<file path="config.mk">
export PLATFORM = sky130hd
export DESIGN_NAME = e1_rx_framer_flat
export DESIGN_NICKNAME = d
export VERILOG_FILES = /design/src/rtl/e1_rx_framer_pkg.sv /design/src/rtl/e1_rx_framer_if.sv /design/src/rtl/e1_rx_framer.sv /design/src/flat_wrapper.sv
export SDC_FILE = /design/constraint.sdc
export NUM_CORES = 1
export LEC_CHECK = 0
export CORE_MARGIN = 4
export CORE_UTILIZATION = 54
export CTS_CLUSTER_SIZE = 14
export DETAILED_ROUTE_END_ITERATION = 16
export PLACE_DENSITY = 0.89
export SETUP_SLACK_MARGIN = 0.15
export SYNTH_ARGS = -nofsm -noshare
export SYNTH_HDL_FRONTEND = slang
export SYNTH_SLANG_ARGS = --single-unit
</file>
<file path="constraint.sdc">
create_clock -name clk -period 2.9 [get_ports clk]
set_input_delay 0.29 -clock clk [delete_from_list [all_inputs] [get_ports clk]]
set_output_delay 0.29 -clock clk [all_outputs]
set_load 0.005 [all_outputs]
</file>
<file path="src/rtl/e1_rx_framer_pkg.sv">
//==============================================================================
// Module  : e1_rx_framer_pkg
// Brief   : Shared E1 basic-frame constants and the framer state encoding.
// Revision: 1.0 - initial release
//==============================================================================
`default_nettype none

package e1_rx_framer_pkg;

   localparam logic [6:0] c_e1_fas        = 7'b0011011;
   localparam int         c_e1_frame_bits = 256;
   localparam logic [7:0] c_e1_fas_pos    = 8'd7;   // last FAS bit in TS0
   localparam logic [7:0] c_e1_nfas_pos   = 8'd1;   // NFAS "bit 2" in TS0

   typedef enum logic [1:0] {
      ST_SEARCH     = 2'd0,
      ST_CHECK_NFAS = 2'd1,
      ST_CHECK_FAS2 = 2'd2,
      ST_ALIGNED    = 2'd3
   } e1_state_t;

   function automatic logic is_fas(input logic [6:0] win);
      return (win == c_e1_fas);
   endfunction

endpackage

`default_nettype wire

</file>
<file path="src/rtl/e1_rx_framer_if.sv">
//==============================================================================
// Module  : e1_rx_framer_if
// Brief   : Bit-stream input and annotated bit-stream output of the E1 framer.
// Revision: 1.0 - initial release
//==============================================================================
`default_nettype none

interface e1_rx_framer_if;
   logic       in_data;
   logic       in_valid;
   logic       out_data;
   logic       out_valid;
   logic [4:0] out_ts;
   logic [2:0] out_bit;
   logic       out_odd;
   logic       out_aligned;
   logic       out_fas_err;

   modport master (
      output in_data, in_valid,
      input  out_data, out_valid, out_ts, out_bit, out_odd, out_aligned, out_fas_err
   );

   modport slave (
      input  in_data, in_valid,
      output out_data, out_valid, out_ts, out_bit, out_odd, out_aligned, out_fas_err
   );
endinterface

`default_nettype wire

</file>
<file path="src/rtl/e1_rx_framer.sv">
//==============================================================================
// Module  : e1_rx_framer
// Brief   : E1 receive basic-frame aligner (FAS/NFAS search, 256-bit lock).
// Revision: 1.0 - initial release
//==============================================================================
`default_nettype none

module e1_rx_framer
   import e1_rx_framer_pkg::*;
#(
   parameter int LOSS_THRESH = 3,
   parameter bit NFAS_CHECK  = 1'b1
) (
   input  wire logic     clk,
   input  wire logic     rst,
   e1_rx_framer_if.slave bus
);

   localparam logic [2:0] c_loss_thresh = 3'(LOSS_THRESH);

   e1_state_t  r_state;
   e1_state_t  w_state_nxt;
   logic [7:0] r_pos;
   logic       r_odd;
   logic [5:0] r_sr;
   logic [2:0] r_err_cnt;
   logic [2:0] w_err_nxt;
   logic [2:0] w_err_inc;
   logic [6:0] w_win;
   logic       w_fas_hit;
   logic       w_nfas_ok;
   logic       w_fas_slot;
   logic       w_fas_err;
   logic [7:0] w_cur_pos;
   logic       w_cur_odd;

   logic       r_out_data;
   logic       r_out_valid;
   logic [4:0] r_out_ts;
   logic [2:0] r_out_bit;
   logic       r_out_odd;
   logic       r_out_aligned;
   logic       r_out_fas_err;

   assign w_win      = {r_sr, bus.in_data};
   assign w_fas_hit  = is_fas(w_win);
   assign w_fas_slot = (r_pos == c_e1_fas_pos) && !r_odd;
   assign w_err_inc  = r_err_cnt + 3'd1;

   generate
      if (NFAS_CHECK) begin : g_nfas_chk
         assign w_nfas_ok = bus.in_data;
      end else begin : g_nfas_skip
         assign w_nfas_ok = 1'b1;
      end
   endgenerate

   always_ff @(posedge clk) begin
      if (rst) begin
         r_state <= ST_SEARCH;
      end else begin
         r_state <= w_state_nxt;
      end
   end

   always_comb begin
      w_state_nxt = r_state;
      w_err_nxt   = r_err_cnt;
      w_fas_err   = 1'b0;
      w_cur_pos   = r_pos;
      w_cur_odd   = r_odd;
      if (bus.in_valid) begin
         case (r_state)
            ST_SEARCH: begin
               // A hit pins this bit to TS0 bit 7 of an even frame.
               if (w_fas_hit) begin
                  w_cur_pos   = c_e1_fas_pos;
                  w_cur_odd   = 1'b0;
                  w_state_nxt = ST_CHECK_NFAS;
               end
            end
            ST_CHECK_NFAS: begin
               if ((r_pos == c_e1_nfas_pos) && r_odd) begin
                  w_state_nxt = w_nfas_ok ? ST_CHECK_FAS2 : ST_SEARCH;
               end
            end
            ST_CHECK_FAS2: begin
               if (w_fas_slot) begin
                  w_state_nxt = w_fas_hit ? ST_ALIGNED : ST_SEARCH;
                  w_err_nxt   = 3'd0;
               end
            end
            ST_ALIGNED: begin
               if (w_fas_slot) begin
                  if (w_fas_hit) begin
                     w_err_nxt = 3'd0;
                  end else begin
                     w_fas_err = 1'b1;
                     w_err_nxt = w_err_inc;
                     if (w_err_inc >= c_loss_thresh) begin
                        w_state_nxt = ST_SEARCH;
                     end
                  end
               end
            end
            default: w_state_nxt = ST_SEARCH;
         endcase
      end
   end

   always_ff @(posedge clk) begin
      if (rst) begin
         r_pos         <= 8'd0;
         r_odd         <= 1'b0;
         r_sr          <= 6'd0;
         r_err_cnt     <= 3'd0;
         r_out_data    <= 1'b0;
         r_out_valid   <= 1'b0;
         r_out_ts      <= 5'd0;
         r_out_bit     <= 3'd0;
         r_out_odd     <= 1'b0;
         r_out_aligned <= 1'b0;
         r_out_fas_err <= 1'b0;
      end else begin
         r_out_valid   <= bus.in_valid;
         r_out_fas_err <= w_fas_err;
         r_out_aligned <= (w_state_nxt == ST_ALIGNED);
         if (bus.in_valid) begin
            r_pos      <= w_cur_pos + 8'd1;
            r_odd      <= w_cur_odd ^ (w_cur_pos == 8'hFF);
            r_sr       <= {r_sr[4:0], bus.in_data};
            r_err_cnt  <= w_err_nxt;
            r_out_data <= bus.in_data;
            r_out_ts   <= w_cur_pos[7:3];
            r_out_bit  <= w_cur_pos[2:0];
            r_out_odd  <= w_cur_odd;
         end
      end
   end

   assign bus.out_data    = r_out_data;
   assign bus.out_valid   = r_out_valid;
   assign bus.out_ts      = r_out_ts;
   assign bus.out_bit     = r_out_bit;
   assign bus.out_odd     = r_out_odd;
   assign bus.out_aligned = r_out_aligned;
   assign bus.out_fas_err = r_out_fas_err;

endmodule

`default_nettype wire

</file>
<file path="src/flat_wrapper.sv">
// flat-port wrapper written by rule: the top's interface ports become plain ports
module e1_rx_framer_flat import e1_rx_framer_pkg::*;
#(
   parameter int LOSS_THRESH = 3,
   parameter bit NFAS_CHECK  = 1'b1
)
  (clk, rst, bus_in_data, bus_in_valid, bus_out_data, bus_out_valid, bus_out_ts, bus_out_bit, bus_out_odd, bus_out_aligned, bus_out_fas_err);
  e1_rx_framer_if bus_i ();
  input  wire logic clk;
  input  wire logic rst;
  input wire logic [$bits(bus_i.in_data)-1:0] bus_in_data;
  input wire logic [$bits(bus_i.in_valid)-1:0] bus_in_valid;
  output wire logic [$bits(bus_i.out_data)-1:0] bus_out_data;
  output wire logic [$bits(bus_i.out_valid)-1:0] bus_out_valid;
  output wire logic [$bits(bus_i.out_ts)-1:0] bus_out_ts;
  output wire logic [$bits(bus_i.out_bit)-1:0] bus_out_bit;
  output wire logic [$bits(bus_i.out_odd)-1:0] bus_out_odd;
  output wire logic [$bits(bus_i.out_aligned)-1:0] bus_out_aligned;
  output wire logic [$bits(bus_i.out_fas_err)-1:0] bus_out_fas_err;
  assign bus_i.in_data = bus_in_data;
  assign bus_i.in_valid = bus_in_valid;
  assign bus_out_data = bus_i.out_data;
  assign bus_out_valid = bus_i.out_valid;
  assign bus_out_ts = bus_i.out_ts;
  assign bus_out_bit = bus_i.out_bit;
  assign bus_out_odd = bus_i.out_odd;
  assign bus_out_aligned = bus_i.out_aligned;
  assign bus_out_fas_err = bus_i.out_fas_err;
  e1_rx_framer #(.LOSS_THRESH(LOSS_THRESH), .NFAS_CHECK(NFAS_CHECK)) u_core (.clk(clk), .rst(rst), .bus(bus_i));
endmodule
</file>
# Word-level counts from Yosys, hierarchy flattened

Cells that the tools add are included.

Register bits: 33
Latch bits: 0
RAM bits: 0
ROM bits: 0
Input bits: 4
Output and inout bits: 13
Logic and storage cells: 57
Memories kept: 0

Add/subtract/negate cells: 2
Multiply operators: 0
Div/mod/pow operators: 0
$lt $le $gt $ge: 1
Eq/ne operators: 10
Shifts and indexed selects: 0
Multiplexer cells: 21
Bitwise logic cells: 4
Reductions and logical operators: 7

Operators with widths:

| kind                                                               | number |
|---|---|
| two-way mux 8 bit                                                  | 3 |
| two-way mux 2 bit                                                  | 9 |
| two-way mux 3 bit                                                  | 3 |
| adder 8 x 1 -> 8 bit (second input constant)                       | 1 |
| == test 8 x 1 -> 1 bit (second input constant)                     | 1 |
| == test 8 x 3 -> 1 bit (second input constant)                     | 1 |
| == test 8 bit (second input constant)                              | 1 |
| one-hot mux 2 bit (4 select lines)                                 | 1 |
| == test 7 x 5 -> 1 bit (second input constant)                     | 1 |
| == test 2 bit (second input constant)                              | 3 |
| one-hot mux 3 bit (2 select lines)                                 | 1 |
| two-way mux 1 bit                                                  | 4 |
| != test 2 x 1 -> 1 bit (second input constant)                     | 2 |
| AND reduction 4 bit                                                | 1 |
| OR reduction 4 bit                                                 | 1 |
| adder 3 x 1 -> 3 bit (second input constant)                       | 1 |
| greater-or-equal comparator 3 x 2 -> 1 bit (second input constant) | 1 |
| inverter 1 bit                                                     | 3 |
| == test 2 x 1 -> 1 bit (second input constant)                     | 1 |
| logical AND 1 bit                                                  | 2 |
| logical NOT 2 bit                                                  | 1 |
| nonzero test 2 bit                                                 | 1 |
| logical NOT 1 bit                                                  | 1 |
| bitwise XOR 1 bit                                                  | 1 |

# Depth between registers and ports, before layout

Gate-level depths: netlist of run 1.

Depth after elaboration: 8
Mapped depth: 9
Mapped depth without buffers: 8

# Worst setup path after synthesis of run 1

Ideal clock, no wire load.

Path kind: register to register
Start point: reg u_core.r_sr[0]
End point: reg u_core.r_pos[4]
Arrival time: 2.046 ns
Data required time: 2.830 ns
Path slack: 0.783 ns
Cell stages (with the launch flop): 9
Buffers on the path: 0
Cells stage by stage: dfxtp_1 or3b_2 nor4b_2 or2_2 ha_1 nand2_1 nor2_1 nand4_1 a21oi_1

Cells in the longest elaborated chain, start to end: 5

RTL lines:

| item                    | RTL line               | RTL |
|---|---|---|
| start, declared         | e1_rx_framer.sv:25     | `logic [5:0] r_sr;` |
| start signal, assigned  | e1_rx_framer.sv:131    | `r_sr <= {r_sr[4:0], bus.in_data};` |
| == test 7 x 5 -> 1 bit  | e1_rx_framer_pkg.sv:23 | `return (win == c_e1_fas);` |
| two-way mux 8 bit       | e1_rx_framer.sv:76     | `if (w_fas_hit) begin` |
| two-way mux 8 bit       | e1_rx_framer.sv:73     | `case (r_state)` |
| two-way mux 8 bit       | e1_rx_framer.sv:72     | `if (bus.in_valid) begin` |
| net u_core.w_cur_pos[0] | e1_rx_framer.sv:34     | `logic [7:0] w_cur_pos;` |
| adder 8 x 1 -> 8 bit    | e1_rx_framer.sv:129    | `r_pos <= w_cur_pos + 8'd1;` |
| end signal, assigned    | e1_rx_framer.sv:129    |  |
| end, declared           | e1_rx_framer.sv:23     | `logic [7:0] r_pos;` |

The timed path passes the listed nets, and every way through them passes these cells.
A chain may end at the register's enable or synchronous reset.

# Final worst setup path of run 1

Ends and elaborated chain as after synthesis.

==> metrics.cfg, run 1 <==
[worst_hold_path]
holdPathStages = 2
hp-class = reg2reg
hp-start = u_core.bus.out_ts[0]$_SDFFE_PP0P_
whs_endpoint = u_core.bus.out_ts[0]$_SDFFE_PP0P_

[clocking]
cts_sinks = 32
ctsResizeCount = 0
numCtsBuffers = 5
cts.path.max_buffers = 2
clk_pin_slew_ns = 0.11
clk_latency_ns = 0.34
htreeDepth = 2
cts_setup_buffers = 0
cts_root_buffer = clkbuf_4
ctsHoldBuffers = 0
cts_tree = yes

[logic_synthesis]
synth_most_common_cell = dfxtp_1
synth_top_cell_area_share_pct = 42.2
ys.flop_type = dfxtp_1
syn-mean-instance-area_um2 = 8.67
synth_area_leader_cell = dfxtp_1
synth_commonest_cells = dfxtp_1, nor2_1, nand2_1, a21oi_1
synthTopCellsByArea = dfxtp_1, nor2_1, mux2i_1
synth_compound_area_share_pct = 12.3
async_flop_share_pct = 0
ys_ff_latch = 32
syn_area_mm2 = 0.00152
synth_cell_type_count = 45
synth-adder-area-share_pct = 2.48
synth_edf_count = 0
synth_top_family_by_area = simple AND/OR/NAND/NOR gates
synth_seq_area_share_pct = 42.2
synth-simple-area-share_pct = 29.2
synth_nets = 182
synth_xor_area_share_pct = 3.47
ys_warn_count = 0
synth_cells = 175
synth_mux_area_share_pct = 6.02

[global_route]
track_usage_pct = 21.3
grt_pass1_wl_um = 5760
grt_max_degree = 27
grt-ovfl-total = 0
antenna_found_initial = 0
grt_pass1_vias = 1338

[routing]
drc_errors = 0
ant_nets = 0
wl_per_cell_um = 14.8
drtIter0Drc = 55
vias_per_cell = 6.06
vias = 1334
drt_wl_total_um = 3260
dr.pass1.iters = 5

[placement]
place_congestion = 0.882
port_buffers = 16
pre_cts_slack_ns = 0.529
place_inst = 212
placedInstanceArea_mm2 = 0.00169
place_hpwl_um = 2240

[finish]
final_cell_area_mm2 = 0.00176
drive_above_1_share_pct = 10.5
fin_util_pct = 68.7
synthToLayoutAreaGrowth_pct = 16.3
nets = 196
antennaDiodeCount = 0
final_cells = 220

[sta]
timing.setup.tns_ns = 0
worst_slack_ns = 0.668
max_slew_margin_pct = 55.4
fmax_mhz = 448
fin_crit_sh_pct = 76.9
fin_skew_ns = 0.0140
fin_hold_ws_ns = 0.463
setup_viol = 0
fin_crit_ns = 2.23
rsz0062_at_grt = no
hold_viol_final = 0
drv_slew = 0
worst_pin_slew_ns = 0.667

[floorplanning]
ios = 17
die_area_mm2 = 0.00372
core.rowCount = 18
fp.dieW_um = 61.0
start_util_pct = 59.1
core-area_mm2 = 0.00257
die_h_um = 61.0

[setup_path]
timing.rr.start = u_core.r_sr[0]$_SDFFE_PP0P_
crit_type = reg2reg
r2r_end = u_core.r_pos[4]$_SDFFE_PP0P_
cp-end-kind = flip-flop
slowest_delay_ns = 0.51
cpMaxStageDelayCell = or3b_2
worst_ep_arrival_time_ns = 2.51
cp_max_fo = 8
cp-start-kind = flip-flop
critPathRequiredTime_ns = 3.18
rrSetupSlack_ns = 0.67
crit_chain = or3b_2 > nor4b_2 > buf_4 > or2_2 > ha_1 > nand2_1 > nor2_1 > nand4_1 > a21oi_1
ff2ff_path_depth = 9

[pwr]
power_uw = 832
powerDensity_mw_per_mm2 = 472
ir_worst_vdd_mv = 0.396
leakage_nw = 0.636

[flow_run]
drv_cap = 0

[status]
run_status = finished, final reports clean

-- critical path, delay by kind of cell (launching register included) --
kind	cells	cell delay, ns
and+or+nand+nor	6	1.22
DFF	1	0.38
adders and majority gates	1	0.22
buffers and inverters	1	0.19
AOI/OAI and AO/OA	1	0.17
-- area by class of cell --
| cell class | count | area (um^2) |
|---|---|---|
| Multi-Input combinational cell | 127 | 811 |
| Fill cell | 225 | 805 |
| Sequential cell | 32 | 641 |
| Timing Repair Buffer | 19 | 183 |
| Clock buffer | 6 | 41.3 |
| Tap cell | 30 | 37.5 |
| Clock inverter | 2 | 35.0 |
| Inverter | 4 | 15.0 |
-- power by group --
part | switching, mW | leakage [nW] | internal, mW | total [mW]
sequential | 0.00751 | 0.259 | 0.446 | 0.454
combinational | 0.0266 | 0.334 | 0.0238 | 0.0504
clock | 0.148 | 0.0422 | 0.181 | 0.328
-- metal layers --
layer	up-vias	global-route usage, %	part of all wire [%]
met5	-	0	0
met4	0	12.4	2.0
met3	9	8.72	9.0
met2	64	31.9	47
met1	615	25.7	42
li1	646	-	-
-- sequential cells by signal, indices dropped and copies added (netlist names) --
name / cells
u_core.bus.out_aligned: 1
u_core.bus.out_bit: 3
u_core.bus.out_fas_err: 1
u_core.bus.out_odd: 1
u_core.bus.out_ts: 5
u_core.bus.out_valid: 1
u_core.r_err_cnt: 3
u_core.r_odd: 1
u_core.r_pos: 8
u_core.r_sr: 6
u_core.r_state: 2
-- logic make-up after synthesis --
kind of cell | after synthesis
compound gates | 27
mux | 9
buf+inv | 16
fa+ha+maj | 3
xor+xnor | 6
flops | 32
simple gates | 82
-- worst max-delay path by stage --
stage / cells past startpoint / to / startpoint / slack [ns]
after floorplan: 8 / u_core.r_pos[4]$_SDFFE_PP0P_ / u_core.r_sr[0]$_SDFFE_PP0P_ / 0.78
after global placement: 10 / u_core.r_pos[4]$_SDFFE_PP0P_ / bus_in_data / 0.66
after detailed placement: 10 / u_core.r_pos[4]$_SDFFE_PP0P_ / bus_in_data / 0.53
after CTS: 9 / u_core.r_pos[4]$_SDFFE_PP0P_ / u_core.r_sr[0]$_SDFFE_PP0P_ / 0.70
after global routing: 9 / u_core.r_pos[4]$_SDFFE_PP0P_ / u_core.r_sr[0]$_SDFFE_PP0P_ / 0.52
final: 9 / u_core.r_pos[4]$_SDFFE_PP0P_ / u_core.r_sr[0]$_SDFFE_PP0P_ / 0.67
-- placed cells by master (no fill, tap or decap), types with 2 or more instances in the layout --
cell and n:
inv_1 4, clkbuf_4 5, buf_4 3, nor3_1 8, nor2b_1 2, nand4b_1 4, clkdlybuf4s50_1 16, xor2_1 5
a21oi_1 9, ha_1 3, dfxtp_1 32, nand4_1 4, a211oi_1 2, a31oi_1 2, nand2_1 14, mux2i_1 8
nand3_1 6, or2_2 2, nor2_1 29, o21ai_0 4
Note: power is estimated with default switching activity, not from simulation.
==> run 2, diff against run 1 <==
--- a/config.mk
+++ b/config.mk
@@ -6,10 +6,10 @@
 export NUM_CORES = 1
 export LEC_CHECK = 0
 export CORE_MARGIN = 4
-export CORE_UTILIZATION = 54
+export CORE_UTILIZATION = 49
 export CTS_CLUSTER_SIZE = 14
 export DETAILED_ROUTE_END_ITERATION = 16
-export PLACE_DENSITY = 0.89
+export PLACE_DENSITY = 0.86
 export SETUP_SLACK_MARGIN = 0.15
 export SYNTH_ARGS = -nofsm -noshare
 export SYNTH_HDL_FRONTEND = slang
==> constraint.sdc (replaced) <==
create_clock -name clk -period 1.96 [get_ports clk]
set_input_delay 0.196 -clock clk [delete_from_list [all_inputs] [get_ports clk]]
set_output_delay 0.196 -clock clk [all_outputs]
set_load 0.005 [all_outputs]
==> run 2 against run 1 <==
Non-clock buffer count rose by 17. Worst hold slack got worse by 0.00073 ns. Sequential power up 47%. Highest routed layer unchanged. Critical path depth down 3. Register-to-register slack worse by 0.61 ns. Clock skew fell by 0.0064 ns. Die area increased by 8.8%. Largest power group unchanged. Sequential share of layout area decreased by 3.6 points. Count of clock-buffer cells in the layout is the same. Final cell count up 8.2%. Combinational power is 98% higher. Routed wire length is 13% higher.
==> metrics.cfg, run 2 (synthesized netlist as in run 1, its figures left out) <==
[status]
run_status = finished, final reports clean  ; unchanged

[sta]
rsz0062_at_grt = yes  ; was no
hold_viol_final = 0  ; unchanged
fin_crit_ns = 1.90  ; was 2.23 ns
max_slew_margin_pct = 63.9  ; was 55.4%
timing.setup.tns_ns = 0  ; unchanged
fin_crit_sh_pct = 97.2  ; was 76.9%
worst_pin_slew_ns = 0.537  ; was 0.667 ns
setup_viol = 0  ; unchanged
drv_slew = 0  ; unchanged
fmax_mhz = 525  ; was 448 MHz
fin_skew_ns = 0.00766  ; was 0.0140 ns

[worst_hold_path]
holdPathStages = 2  ; unchanged
hp-class = reg2reg  ; unchanged

[setup_path]
crit_top_cell = nor2_1
cpMaxStageDelayCell = or4_4  ; was or3b_2
worst_ep_arrival_time_ns = 2.17  ; was 2.51 ns
critPathRequiredTime_ns = 2.23  ; was 3.18 ns
cp_max_fo = 4  ; was 8
cp-end-kind = flip-flop  ; unchanged
cp-start-kind = flip-flop  ; unchanged
slowest_delay_ns = 0.55  ; was 0.51 ns
crit_type = reg2reg  ; unchanged
crit_chain = or4_4 > buf_4 > nor4_4 > nor4b_2 > nor2_1 > nor2_1  ; was or3b_2 > nor4b_2 > buf_4 > or2_2 > ha_1 > nand2_1 > nor2_1 > nand4_1 > a21oi_1
ff2ff_path_depth = 6  ; was 9

[global_route]
grt_pass1_wl_um = 6190  ; was 5760 um
grt_pass1_vias = 1375  ; was 1338
grt-ovfl-total = 0  ; unchanged
antenna_found_initial = 0  ; unchanged
grt_max_degree = 27  ; unchanged
track_usage_pct = 19.4  ; was 21.3%

[floorplanning]
core.rowCount = 19  ; was 18
ios = 17  ; unchanged
die_area_mm2 = 0.00405  ; was 0.00372 mm^2
die_h_um = 63.6  ; was 61.0 um
fp.dieW_um = 63.6  ; was 61.0 um
start_util_pct = 53.2  ; was 59.1%
core-area_mm2 = 0.00285  ; was 0.00257 mm^2

[placement]
place_hpwl_um = 2400  ; was 2240 um
place_congestion = 0.891  ; was 0.882
port_buffers = 16  ; unchanged
place_inst = 224  ; was 212

[clocking]
clk_pin_slew_ns = 0.10  ; was 0.11 ns
clk_latency_ns = 0.34  ; about the same
cts_sinks = 32  ; unchanged
cts.path.max_buffers = 2  ; unchanged
htreeDepth = 2  ; unchanged
numCtsBuffers = 5  ; unchanged
cts_tree = yes  ; unchanged
cts_root_buffer = clkbuf_4  ; unchanged
ctsHoldBuffers = 0  ; unchanged

[routing]
drtIter0Drc = 85  ; was 55
drc_errors = 0  ; unchanged
vias_per_cell = 5.86  ; was 6.06
vias = 1394  ; was 1334
dr.pass1.iters = 4  ; was 5
ant_nets = 0  ; unchanged
drt_wl_total_um = 3690  ; was 3260 um
wl_per_cell_um = 15.5  ; was 14.8 um

[pwr]
leakage_nw = 0.736  ; was 0.636 nW
power_mw = 1.16  ; was 832 uW
ir_worst_vdd_mv = 0.711  ; was 0.396 mV
powerDensity_mw_per_mm2 = 591  ; was 472 mW/mm^2

[finish]
fin_util_pct = 69.1  ; was 68.7%
largest_reg_flops = 8  ; unchanged
final_cells = 238  ; was 220
layout_common_cells = nor2_1, dfxtp_1, buf_4, clkdlybuf4s50_1, nand2_1  ; was dfxtp_1, nor2_1, clkdlybuf4s50_1, nand2_1, a21oi_1
antennaDiodeCount = 0  ; unchanged
drive_above_1_share_pct = 26.1  ; was 10.5%
largest_register = u_core.r_pos  ; unchanged
synthToLayoutAreaGrowth_pct = 30.0  ; was 16.3%
nets = 213  ; was 196

[flow_run]
drv_cap = 0  ; unchanged

==> run 2: cell types whose count changed in the layout (fill, tap and decap cells not counted), sizes merged <==
cell	delta
buf	+17
bufinv	-1
clkinv	+1
==> run 2: critical path: cells and delay by family (launching register included) <==
family | cells | cell delay (ns)
buffers and inverters | 1 | 0.18
flip-flops | 1 | 0.33
AND/OR/NAND/NOR | 5 | 1.33
==> run 2: timing repair <==
item,4_1_cts,5_1_grt
setup buffers,6,0
pin swaps,8,1
setup endpoints to repair,10,17
resized for setup,6,9
cloned,0,0
endpoints found under the hold margin,0,0
==> run 2: cell type report <==
type | instances | area [um^2]
repair buffers | 36 | 310
multi-input cells | 127 | 900
clock inverters | 2 | 10.0
well taps | 31 | 38.8
clock buffers | 6 | 51.3
inverters | 4 | 15.0
flip-flops and latches | 32 | 646
fillers | 214 | 882
==> run 2: power breakdown <==
part	internal, mW	leakage, nW	total [mW]	switching, mW
Combinational	0.0485	0.436	0.100	0.0517
Clock	0.170	0.0380	0.398	0.228
Sequential	0.661	0.261	0.666	0.00567
==> run 2: metal layers <==
metal,track usage [%],up-vias,wire (um)
met2,31.2,48,1860
met5,0,-,0
li1,-,680,-
met1,22.3,657,1580
met4,10.8,0,61
met3,6.93,9,189
==> run 2: path summary, 6_finish.rpt <==
check | start | to | slack (ns)
min | u_core.bus.out_ts[0]$_SDFFE_PP0P_ | u_core.bus.out_ts[0]$_SDFFE_PP0P_ | 0.46
max | u_core.r_pos[7]$_SDFFE_PP0P_ | u_core.r_err_cnt[0]$_SDFFE_PP0P_ | 0.06
max reg2reg | u_core.r_pos[7]$_SDFFE_PP0P_ | u_core.r_err_cnt[0]$_SDFFE_PP0P_ | 0.06
min reg2reg | u_core.bus.out_ts[0]$_SDFFE_PP0P_ | u_core.bus.out_ts[0]$_SDFFE_PP0P_ | 0.46
==> run 2: per-stage QoR <==
step                area (um^2)  worst slack (ns)  hold WS, ns
floorplan                  1550         -0.000282        0.279
global placement           1800           -0.0251        0.439
detailed placement         1800           -0.0999        0.451
CTS                        1930            0.0826        0.466
global route               1970           -0.0512        0.493
finish                     1970            0.0557        0.462
